File: config.mk
export PLATFORM = sky130hd
export DESIGN_NAME = idecode_stage_flat
export DESIGN_NICKNAME = d
export VERILOG_FILES = /design/src/rtl/idecode_stage_if.sv /design/src/rtl/idecode_stage.sv /design/src/flat_wrapper.sv
export SDC_FILE = /design/constraint.sdc
export NUM_CORES = 1
export LEC_CHECK = 0
export CAP_MARGIN = 20
export CORE_MARGIN = 2
export CORE_UTILIZATION = 30
export CTS_CLUSTER_DIAMETER = 50
export DETAILED_ROUTE_END_ITERATION = 7
export PLACE_DENSITY = 0.67
export SYNTH_ARGS = -nofsm -noshare
export SYNTH_HDL_FRONTEND = slang
export SYNTH_SLANG_ARGS = --single-unit
File: constraint.sdc
create_clock -name Clk -period 7.4 [get_ports Clk]
set_clock_uncertainty 0.15 [all_clocks]
set_input_delay 1.48 -clock Clk [delete_from_list [all_inputs] [get_ports Clk]]
set_output_delay 1.48 -clock Clk [all_outputs]
set_load 0.005 [all_outputs]
File: src/rtl/idecode_stage_if.sv
// Fetch/decode boundary: IF/ID instruction in, stall and redirect back.
interface idecode_stage_if;
    logic [31:0] Fetched;
    logic [31:0] FetchedPC;
    logic        Flush;
    logic        Stall;
    logic        BranchTaken;
    logic [31:0] BranchTarget;

    modport master (
        output Fetched, FetchedPC, Flush,
        input  Stall, BranchTaken, BranchTarget
    );
    modport slave (
        input  Fetched, FetchedPC, Flush,
        output Stall, BranchTaken, BranchTarget
    );
endinterface

File: src/rtl/idecode_stage.sv
// MIPS ID stage: decode, hazard stall, branch resolve, ID/EX register.
module idecode_stage (
    input  logic        Clk,
    input  logic        Reset_n,
    idecode_stage_if.slave fetch,
    output logic [4:0]  RsAddr,
    output logic [4:0]  RtAddr,
    input  logic [31:0] RsData,
    input  logic [31:0] RtData,
    input  logic [4:0]  MemDest,
    input  logic        MemRegWrite,
    input  logic        MemIsLoad,
    output logic        IdExValid,
    output logic        IdExRegWrite,
    output logic        IdExMemRead,
    output logic        IdExMemWrite,
    output logic        IdExIllegal,
    output logic [5:0]  IdExOp,
    output logic [5:0]  IdExFunct,
    output logic [4:0]  IdExDest,
    output logic [31:0] IdExRsVal,
    output logic [31:0] IdExRtVal,
    output logic [31:0] IdExImm,
    output logic [15:0] StallCount
);
    localparam logic [31:0] NOP = 32'h0000_0000;

    logic [31:0] ins;
    logic [5:0]  op;
    logic [4:0]  rs, rt, rd;
    logic [15:0] imm;

    assign ins    = fetch.Fetched;
    assign op     = ins[31:26];
    assign rs     = ins[25:21];
    assign rt     = ins[20:16];
    assign rd     = ins[15:11];
    assign imm    = ins[15:0];
    assign RsAddr = rs;
    assign RtAddr = rt;

    logic       dec_wr, dec_mrd, dec_mwr, dec_ill;
    logic       use_rs, use_rt, is_beq, is_bne, is_j;
    logic [4:0] dec_dest;

    always_comb begin
        dec_wr   = 1'b0;
        dec_mrd  = 1'b0;
        dec_mwr  = 1'b0;
        dec_ill  = 1'b0;
        use_rs   = 1'b0;
        use_rt   = 1'b0;
        is_beq   = 1'b0;
        is_bne   = 1'b0;
        is_j     = 1'b0;
        dec_dest = 5'd0;
        unique case (1'b1)
            op == 6'h00: begin
                dec_dest = rd;
                dec_wr   = (ins != NOP);
                use_rs   = 1'b1;
                use_rt   = 1'b1;
            end
            (op == 6'h08) || (op == 6'h0A) || (op == 6'h0C) ||
            (op == 6'h0D) || (op == 6'h0F): begin
                dec_dest = rt;
                dec_wr   = 1'b1;
                use_rs   = 1'b1;
            end
            op == 6'h23: begin
                dec_dest = rt;
                dec_wr   = 1'b1;
                dec_mrd  = 1'b1;
                use_rs   = 1'b1;
            end
            op == 6'h2B: begin
                dec_mwr = 1'b1;
                use_rs  = 1'b1;
                use_rt  = 1'b1;
            end
            op == 6'h04: begin
                is_beq = 1'b1;
                use_rs = 1'b1;
                use_rt = 1'b1;
            end
            op == 6'h05: begin
                is_bne = 1'b1;
                use_rs = 1'b1;
                use_rt = 1'b1;
            end
            op == 6'h02: is_j = 1'b1;
            default: dec_ill = 1'b1;
        endcase
    end

    function automatic logic hit(input logic [4:0] src,
                                 input logic [4:0] dst);
        return (src != 5'd0) && (src == dst);
    endfunction

    logic is_br, load_use, br_haz, stall, eq;
    logic [31:0] pc4, br_off, dec_imm;

    assign is_br    = is_beq | is_bne;
    assign load_use = IdExMemRead &&
                      ((use_rs && hit(rs, IdExDest)) ||
                       (use_rt && hit(rt, IdExDest)));
    // No forwarding into ID: branches wait for EX and in-flight loads.
    assign br_haz   = is_br &&
                      ((IdExRegWrite &&
                        (hit(rs, IdExDest) || hit(rt, IdExDest))) ||
                       (MemIsLoad && MemRegWrite &&
                        (hit(rs, MemDest) || hit(rt, MemDest))));
    assign stall    = !fetch.Flush && (load_use || br_haz);
    assign eq       = (RsData == RtData);

    assign pc4     = fetch.FetchedPC + 32'd4;
    assign br_off  = {{14{imm[15]}}, imm, 2'b00};
    assign dec_imm = (op == 6'h0F) ? {imm, 16'h0000}
                                   : {{16{imm[15]}}, imm};

    assign fetch.Stall        = stall;
    assign fetch.BranchTaken  = !fetch.Flush && !stall &&
                                (is_j || (is_beq && eq) ||
                                 (is_bne && !eq));
    assign fetch.BranchTarget = is_br ? pc4 + br_off :
                                is_j  ? {pc4[31:28], ins[25:0], 2'b00} :
                                        pc4;

    always_ff @(posedge Clk or negedge Reset_n) begin
        if (!Reset_n) begin
            IdExValid    <= 1'b0;
            IdExRegWrite <= 1'b0;
            IdExMemRead  <= 1'b0;
            IdExMemWrite <= 1'b0;
            IdExIllegal  <= 1'b0;
            IdExOp       <= 6'd0;
            IdExFunct    <= 6'd0;
            IdExDest     <= 5'd0;
            IdExRsVal    <= 32'd0;
            IdExRtVal    <= 32'd0;
            IdExImm      <= 32'd0;
        end else if (stall || fetch.Flush) begin
            IdExValid    <= 1'b0;
            IdExRegWrite <= 1'b0;
            IdExMemRead  <= 1'b0;
            IdExMemWrite <= 1'b0;
            IdExIllegal  <= 1'b0;
            IdExOp       <= 6'd0;
            IdExFunct    <= 6'd0;
            IdExDest     <= 5'd0;
            IdExRsVal    <= 32'd0;
            IdExRtVal    <= 32'd0;
            IdExImm      <= 32'd0;
        end else begin
            IdExValid    <= 1'b1;
            IdExRegWrite <= dec_wr;
            IdExMemRead  <= dec_mrd;
            IdExMemWrite <= dec_mwr;
            IdExIllegal  <= dec_ill;
            IdExOp       <= op;
            IdExFunct    <= ins[5:0];
            IdExDest     <= dec_dest;
            IdExRsVal    <= RsData;
            IdExRtVal    <= RtData;
            IdExImm      <= dec_imm;
        end
    end

    always_ff @(posedge Clk or negedge Reset_n) begin
        if (!Reset_n)
            StallCount <= 16'd0;
        else if (stall && (StallCount != 16'hFFFF))
            StallCount <= StallCount + 16'd1;
    end
endmodule

File: src/flat_wrapper.sv
// flat-port wrapper written by rule: the top's interface ports become plain ports
module idecode_stage_flat 
  (Clk, Reset_n, RsAddr, RtAddr, RsData, RtData, MemDest, MemRegWrite, MemIsLoad, IdExValid, IdExRegWrite, IdExMemRead, IdExMemWrite, IdExIllegal, IdExOp, IdExFunct, IdExDest, IdExRsVal, IdExRtVal, IdExImm, StallCount, fetch_Fetched, fetch_FetchedPC, fetch_Flush, fetch_Stall, fetch_BranchTaken, fetch_BranchTarget);
  idecode_stage_if fetch_i ();
  input  logic Clk;
  input  logic Reset_n;
  output logic [4:0] RsAddr;
  output logic [4:0] RtAddr;
  input  logic [31:0] RsData;
  input  logic [31:0] RtData;
  input  logic [4:0] MemDest;
  input  logic MemRegWrite;
  input  logic MemIsLoad;
  output logic IdExValid;
  output logic IdExRegWrite;
  output logic IdExMemRead;
  output logic IdExMemWrite;
  output logic IdExIllegal;
  output logic [5:0] IdExOp;
  output logic [5:0] IdExFunct;
  output logic [4:0] IdExDest;
  output logic [31:0] IdExRsVal;
  output logic [31:0] IdExRtVal;
  output logic [31:0] IdExImm;
  output logic [15:0] StallCount;
  input wire logic [$bits(fetch_i.Fetched)-1:0] fetch_Fetched;
  input wire logic [$bits(fetch_i.FetchedPC)-1:0] fetch_FetchedPC;
  input wire logic [$bits(fetch_i.Flush)-1:0] fetch_Flush;
  output wire logic [$bits(fetch_i.Stall)-1:0] fetch_Stall;
  output wire logic [$bits(fetch_i.BranchTaken)-1:0] fetch_BranchTaken;
  output wire logic [$bits(fetch_i.BranchTarget)-1:0] fetch_BranchTarget;
  assign fetch_i.Fetched = fetch_Fetched;
  assign fetch_i.FetchedPC = fetch_FetchedPC;
  assign fetch_i.Flush = fetch_Flush;
  assign fetch_Stall = fetch_i.Stall;
  assign fetch_BranchTaken = fetch_i.BranchTaken;
  assign fetch_BranchTarget = fetch_i.BranchTarget;
  idecode_stage u_core (.Clk(Clk), .Reset_n(Reset_n), .fetch(fetch_i), .RsAddr(RsAddr), .RtAddr(RtAddr), .RsData(RsData), .RtData(RtData), .MemDest(MemDest), .MemRegWrite(MemRegWrite), .MemIsLoad(MemIsLoad), .IdExValid(IdExValid), .IdExRegWrite(IdExRegWrite), .IdExMemRead(IdExMemRead), .IdExMemWrite(IdExMemWrite), .IdExIllegal(IdExIllegal), .IdExOp(IdExOp), .IdExFunct(IdExFunct), .IdExDest(IdExDest), .IdExRsVal(IdExRsVal), .IdExRtVal(IdExRtVal), .IdExImm(IdExImm), .StallCount(StallCount));
endmodule
==> key figures <==
Placed design
  • I/O Buffers: 315
  • Post-Place Cells: roughly 1500
  • Dpl cell area: between 10000 and 15000 sq um
  • GP Congestion: around 0.89
  • DP Wirelength: 22000 um

GRT
  • Initial antenna violation count: 0
  • Total grt overflow: 0
  • Gr usage total: between 10% and 20%
  • Vias in the first global route: approximately 7400
  • Global-route wire length before repair: around 43000 um
  • Largest net degree at the start of global routing: 70

Synth
  • Asr flop ratio synth: between 90% and 100%
  • Syn Nets: roughly 1000
  • Sequential fraction of the synthesis area: between 40% and 50%
  • Post-synth EDFFs: 0
  • Netlist cell types: 64
  • Synth Instances: 849
  • Synth warnings: 0
  • Dominant synthesized flop cell: dfrtp_1
  • Synth Cell Area: slightly above 8000 sq um
  • Syn Area/Cell: 9.59 sq um
  • Synth Register Bits: around 130

Min path
  • Hold Crit Depth: 1
  • Hold Path Class: register to register

STA
  • Final count of pins violating max slew: 0
  • Crit share post-route: 97.9%
  • Worst Tran Pin Value: around 0.90 ns
  • Fmax: roughly 140 MHz
  • Relative slew slack: between 40% and 50%
  • Final Setup Violations: 0
  • Final Hold Fails: 0
  • Crit path time final: just over 7 ns

Floorplan
  • Row cnt: 60
  • Die height: roughly 170 um
  • Die area: approximately 28000 sq um
  • Io pins: approximately 320
  • Initial Utilization: 30.4%
  • Core Region: 26800 sq um
  • Die X: between 150 and 200 um

Power and ir drop
  • Maximum vdd drop: 0.119 mV
  • Leakage: 0.00546 uW
  • P_sw: 605 uW
  • Internal Power: between 1500 and 2000 uW
  • Comb power frac: 23.5%
  • Clk pwr share: 41.1%
  • Register share of total power: between 30 and 40%
  • Pwr/cell area: between 150 and 200 nW/um^2
  • Switch share: between 20 and 30%

Finish
  • Commonest non-fill, non-tap cell in the layout: clkdlybuf4s50_1
  • Nets: around 1300
  • Register area: between 3000 and 4000 sq um
  • Layout cells sized above 1: 8.84%
  • Footprint of the multi-input gates: around 4700 sq um
  • Area Overhead vs Synth: 53.5%
  • # fillers: 2480
  • Most frequent cells in the layout: 312 x clkdlybuf4s50_1, 134 x dfrtp_1, 99 x and2_1, 61 x a21oi_1, 58 x xnor2_1
  • Non-filler cells, final: 1518
  • Design Area, Final: ~13000 sq um
  • Antenna diodes: 0

Worst setup path
  • Slowest cell on crit path: clkdlybuf4s50_1
  • Crit Path Class: primary input to primary output
  • Cells along the critical path: clkdlybuf4s50_1, and3_1, and2_1, and3_2, nand4_1, xnor2_1, ha_1, a21oi_2, o21ai_1, a21oi_1, o21ai_1, a221o_2, a221o_1, a21oi_2, xor2_1, mux2i_1, clkdlybuf4s50_1
  • Setup crit start kind: primary input
  • Slowest stage delay, CP: 0.51 ns
  • WP data required: 5.77 ns
  • R2R cell count: 10
  • Crit Path Max Fanout: 7
  • Worst path arrival time: approximately 5.6 ns
  • Critical Path End Type: primary output

Route
  • Post-Route WL: roughly 28000 um
  • Vias per cell: about 4.9
  • DRT antenna net count: 0
  • DRT iter0 DRCs: about 340
  • Vias: ~7500
  • Pre-Repair DR Iteration Count: 5
  • # DRC: 0
  • Avg WL per Cell: roughly 19 um

Clocking
  • Clk buf depth: 2
  • TritonCTS Buffers: 17
  • Clk root buf: clkbuf_16
  • Maximum level of the CTS H-tree: 4
  • CTS tree: yes
  • Clk Latency, worst-skew pair: 0.42 ns
  • CTS clk-pin slew, worst paths: about 0.060 ns
  • Clock net sink count: 134

Job
  • Max-Cap Viols: 0

Outcome
  • Status: finished clean
layout make-up:
type                       instances  share of cell area (%)
inverter                          16                   0.480
multi-input combinational        651                    37.3
tap                              341                    3.41
clock buffer                      18                    3.51
sequential                       134                    26.8
timing repair buffer             344                    27.0
clock inverter                    14                    1.49
synthesized netlist by cell type (15+ instances only):
| master | number | area share [%] |
|---|---|---|
| a21oi_1 | 65 | 4.0 |
| and2_1 | 99 | 7.6 |
| and3_1 | 17 | 1.3 |
| clkbuf_1 | 24 | 1.1 |
| dfrtp_1 | 134 | 41 |
| ha_1 | 38 | 5.8 |
| mux2i_1 | 24 | 2.9 |
| nand2_1 | 50 | 2.3 |
| nand3_1 | 31 | 1.9 |
| nand4_1 | 18 | 1.4 |
| nor2_1 | 48 | 2.2 |
| nor4_1 | 18 | 1.4 |
| o21ai_1 | 15 | 0.92 |
| xnor2_1 | 65 | 7.0 |
| xor2_1 | 58 | 6.2 |
through the flow:
| step | worst slack, ns | total power [uW] | hold slack, ns | utilization, % | TNS, ns |
|---|---|---|---|---|---|
| floorplan | 1.28 | 1010 | 0.330 | - | 0 |
| global placement | 0.129 | 1290 | 0.330 | 43.5 | 0 |
| detailed placement | 0.00784 | 1290 | 0.334 | 43.5 | 0 |
| CTS | 0.00218 | 2200 | 0.347 | 45.9 | 0 |
| global route | -0.000489 | 2290 | 0.369 | 46.7 | -0.000489 |
| finish | 0.158 | 2190 | 0.343 | 46.7 | 0 |
flip-flops by register name, summed over array words and instances, names as in the netlist:
signal and count:
u_core.IdExMemWrite 1, u_core.IdExDest 5, u_core.IdExRsVal 32, u_core.StallCount 16, u_core.IdExRegWrite 1, u_core.IdExImm 32
u_core.IdExMemRead 1, u_core.IdExIllegal 1, u_core.IdExFunct 6, u_core.IdExValid 1, u_core.IdExRtVal 32, u_core.IdExOp 6
worst max-delay path: cells and delay by family:
family	cells	cell delay, ns
muxes	1	0.11
AOI/OAI and AO/OA	7	1.49
and+or+nand+nor	4	0.72
adders and majority gates	1	0.37
xor gates and xnor gates	2	0.46
buffers and inverters	2	0.99
logic make-up (layout without fill, tap and decap cells):
| group | Yosys count | after routing | synth area share (%) |
|---|---|---|---|
| buffers and inverters | 64 | 392 | 3.69 |
| xor gates and xnor gates | 123 | 123 | 13.2 |
| muxes | 25 | 25 | 3.09 |
| adders and majority gates | 39 | 39 | 6.08 |
| and+or+nand+nor | 315 | 315 | 21.0 |
| AOI/OAI and AO/OA | 149 | 149 | 11.8 |
| DFF | 134 | 134 | 41.2 |
worst paths after layout:
kind                                                    from  slack [ns]                                 to
max                                       fetch_FetchedPC[5]        0.16             fetch_BranchTarget[24]
min                        u_core.StallCount[15]$_DFFE_PN0P_        0.34  u_core.StallCount[15]$_DFFE_PN0P_
max reg2reg                     u_core.IdExDest[1]$_DFF_PN0_        4.43     u_core.IdExRtVal[24]$_DFF_PN0_
min reg2reg                u_core.StallCount[15]$_DFFE_PN0P_        0.34  u_core.StallCount[15]$_DFFE_PN0P_
max in group asynchronous                            Reset_n        4.85       u_core.IdExImm[23]$_DFF_PN0_
min in group asynchronous                            Reset_n        0.91     u_core.IdExRsVal[26]$_DFF_PN0_
layer usage:
layer	vias to the layer above	track usage, %	wire length (um)
met5	-	0	0
met4	0	4.24	379
met3	29	4.49	1860
met2	301	34.7	14200
met1	3590	23.9	11900
li1	3569	-	-
timing repair:
action | in CTS | in global routing
resized for setup | 1 | 30
hold buffers | 0 | 0
setup endpoints to repair | 1 | 9
setup buffers | 0 | 5
pin swaps | 0 | 9
power groups by stage:
stage,sequential [uW],clock [uW],combinational [uW]
floorplan,792,0,219
global placement,788,0,498
detailed placement,789,0,500
CTS,775,921,504
global route,777,955,557
finish,775,901,515
(Power assumes the default switching activity.)
==> patch, RTL diff (config.mk and constraints unchanged) <==
Register the output `StallCount` once more, with the module's reset; this adds one clock of latency there. The other outputs are not delayed to match.
--- a/src/rtl/idecode_stage.sv
+++ b/src/rtl/idecode_stage.sv
@@ -24,6 +24,8 @@
     output logic [15:0] StallCount
 );
     localparam logic [31:0] NOP = 32'h0000_0000;
+
+    logic [15:0] StallCount_s0;
 
     logic [31:0] ins;
     logic [5:0]  op;
@@ -169,9 +171,17 @@
 
     always_ff @(posedge Clk or negedge Reset_n) begin
         if (!Reset_n)
-            StallCount <= 16'd0;
-        else if (stall && (StallCount != 16'hFFFF))
-            StallCount <= StallCount + 16'd1;
+            StallCount_s0 <= 16'd0;
+        else if (stall && (StallCount_s0 != 16'hFFFF))
+            StallCount_s0 <= StallCount_s0 + 16'd1;
     end
+    always_ff @(posedge Clk or negedge Reset_n) begin
+        if (!Reset_n) begin
+            StallCount <= '0;
+        end else begin
+            StallCount <= StallCount_s0;
+        end
+    end
+
 endmodule
 
Function: changed (Yosys sat finds a counterexample within 4 cycles, from zero or initial values and one cycle with Reset_n low).
==> patch against the unedited design <==
  * Power is 3.0% higher
  * Sequential cell count up 16
  * Routed wire length increased by 1.7%
  * First-iteration DRC count grew 39%
  * Design area is 3.3% higher
  * Critical path type unchanged
  * Area after synthesis up 4.9%
  * Sequential power rose by 11%
  * Worst setup slack improved by 46 ps
  * Sequential share of layout area rose by 2.2 points
  * Register-to-register slack barely moved
  * Clock power decreased by 2.6%
  * Global-route usage down 0.45 points
==> patch: results (changes against the unedited design) <==
| Metric | Value |
|---|---|
| Status | `complete, no violations` |
| Slew margin rel. | `33.99% (-6.3 points)` |
| Synthesized net count | `1,042 (+1.6%)` |
| Dpl ws | `32.96 ps (+25.12 ps)` |
| Synth area leaders | `dfrtp_1, and2_1, xnor2_1` |
| Largest net degree at the start of global routing | `89 (+27%)` |
| Met3 routed WL | `1904 microns (+2.6%)` |
| Placed cell area | `0.01218 sq mm (+4.4%)` |
| Clock network power | `0.878 mW (-2.6%)` |
| Crit-path max cell delay | `530 ps (+20 ps)` |
| Data buffer area share | `26.51% (-0.50 points)` |
| Clock sinks | `150 (+12%)` |
| Detailed-route via count | `7,584 (+1.3%)` |
| WL/cell | `18.21 microns (-2.1%)` |
| Seq/Total Area, Yosys | `43.92% (+2.8 points)` |
| ANT cells | `0 (unchanged)` |
| Non-clk bufs | `350 (+1.7%)` |
| GR Util All Layers | `18.98% (-0.45 points)` |
| Nets | `1,363 (+1.6%)` |
| Multi-input logic area | `0.004606 sq mm (-1.2%)` |
| Clk cell area share | `4.668% (-0.34 points)` |
| Vias in the first global route | `7,607 (+2.7%)` |
| Wire length on met2 | `14,250 microns (+0.70%)` |
| H-tree depth | `4 (unchanged)` |
| Root Driver | `clkbuf_16` |
| Inst Count DP | `1,542 (+4.2%)` |
| Sequential cell area share | `29.05% (+2.2 points)` |
| Fraction of area in multi-input gates | `35.65% (-1.6 points)` |
| Sw Share | `28.64% (+1.0 points)` |
| Worst vdd ir | `98.98 uV (-17%)` |
| Most common library cells after synthesis | `dfrtp_1, and2_1, a21oi_1, xnor2_1, xor2_1` |
| Kind of cell adding the most delay to the critical path | `compound AO/OA/AOI/OAI gates` |
| Fill cell count | `2,677 (+7.9%)` |
| Global-route wire length before repair | `44,130 microns (+3.6%)` |
| M1 WL | `12,280 microns (+3.5%)` |
| Mean Syn Cell Area | `9.879 sq um (+3.0%)` |
| Detail Placement HPWL | `22,340 microns (+1.5%)` |
| GPL Wtd Cong | `0.8749 (-1.9%)` |
| Critical-path maximum fanout | `9 (+2)` |
| Antenna violations before repair | `0 (unchanged)` |
| Comb power frac | `22.9% (-0.6 points)` |
| DRT iter0 DRCs | `475 (+39%)` |
| Final Non-Filler Cells | `1,577 (+3.9%)` |
| Layout cells sized above 1 | `8.590% (-0.25 points)` |
| Post-Syn Instances | `865 (+1.9%)` |
| Static Leak | `5.686 nW (+4.1%)` |
| WP data arrival | `5570 ps (-40 ps)` |
| P_int | `1.609 mW (+1.5%)` |
## patch: changes by cell type in the layout (fill, tap and decap cells not counted), moves of 3 or more
| cell | change |
|---|---|
| dfrtp_1 | +16 |
| inv_6 | -3 |
| ha_1 | +3 |
| buf_4 | +6 |
| inv_8 | +4 |
## patch: cell families after synthesis
logic type	count (synthesis)	synth area share (%)
flip-flops	150	43.92
AND/OR/NAND/NOR	315	20.00
adder cells (fa/ha/maj)	39	5.798
AO/OA/AOI/OAI	149	11.22
XOR/XNOR	123	12.61
buffers and inverters	64	3.514
multiplexers	25	2.943
## patch: per-layer routing
| layer | GRT usage (%) | vias up |
|---|---|---|
| met3 | 4.595 | 20 |
| li1 | - | 3617 |
| met2 | 33.57 | 312 |
| met1 | 23.33 | 3635 |
| met4 | 4.449 | 0 |
| met5 | 0 | - |
## patch: path summary, 6_finish.rpt
path	depth (start not counted)	slack (ps)	startpoint	end
worst max-delay path	18	200	fetch_FetchedPC[11]	fetch_BranchTarget[30]
worst max register to register	11	4440	u_core.IdExDest[0]	u_core.IdExMemWrite
max in group asynchronous	2	4800	Reset_n	u_core.IdExRsVal[25]
min in group asynchronous	1	970	Reset_n	u_core.IdExRtVal[15]
worst min register to register	0	250	u_core.StallCount_s0[12]	u_core.StallCount[12]
worst min-delay path	0	250	u_core.StallCount_s0[12]	u_core.StallCount[12]
## patch: worst register-to-register path: stages, from the launching register on
cell and delay (ps):
dfrtp_1 430, xnor2_1 160, nand3_1 90, nor4_1 270, o21ai_1 120, a21oi_1 160, a21oi_1 70, nand2b_1 80
buf_4 330, inv_2 460, and2_1 370, nor3b_1 140
## patch: timing repair
item,CTS,global route
resized for setup,0,23
setup buffers,0,2
setup endpoints to repair,0,9
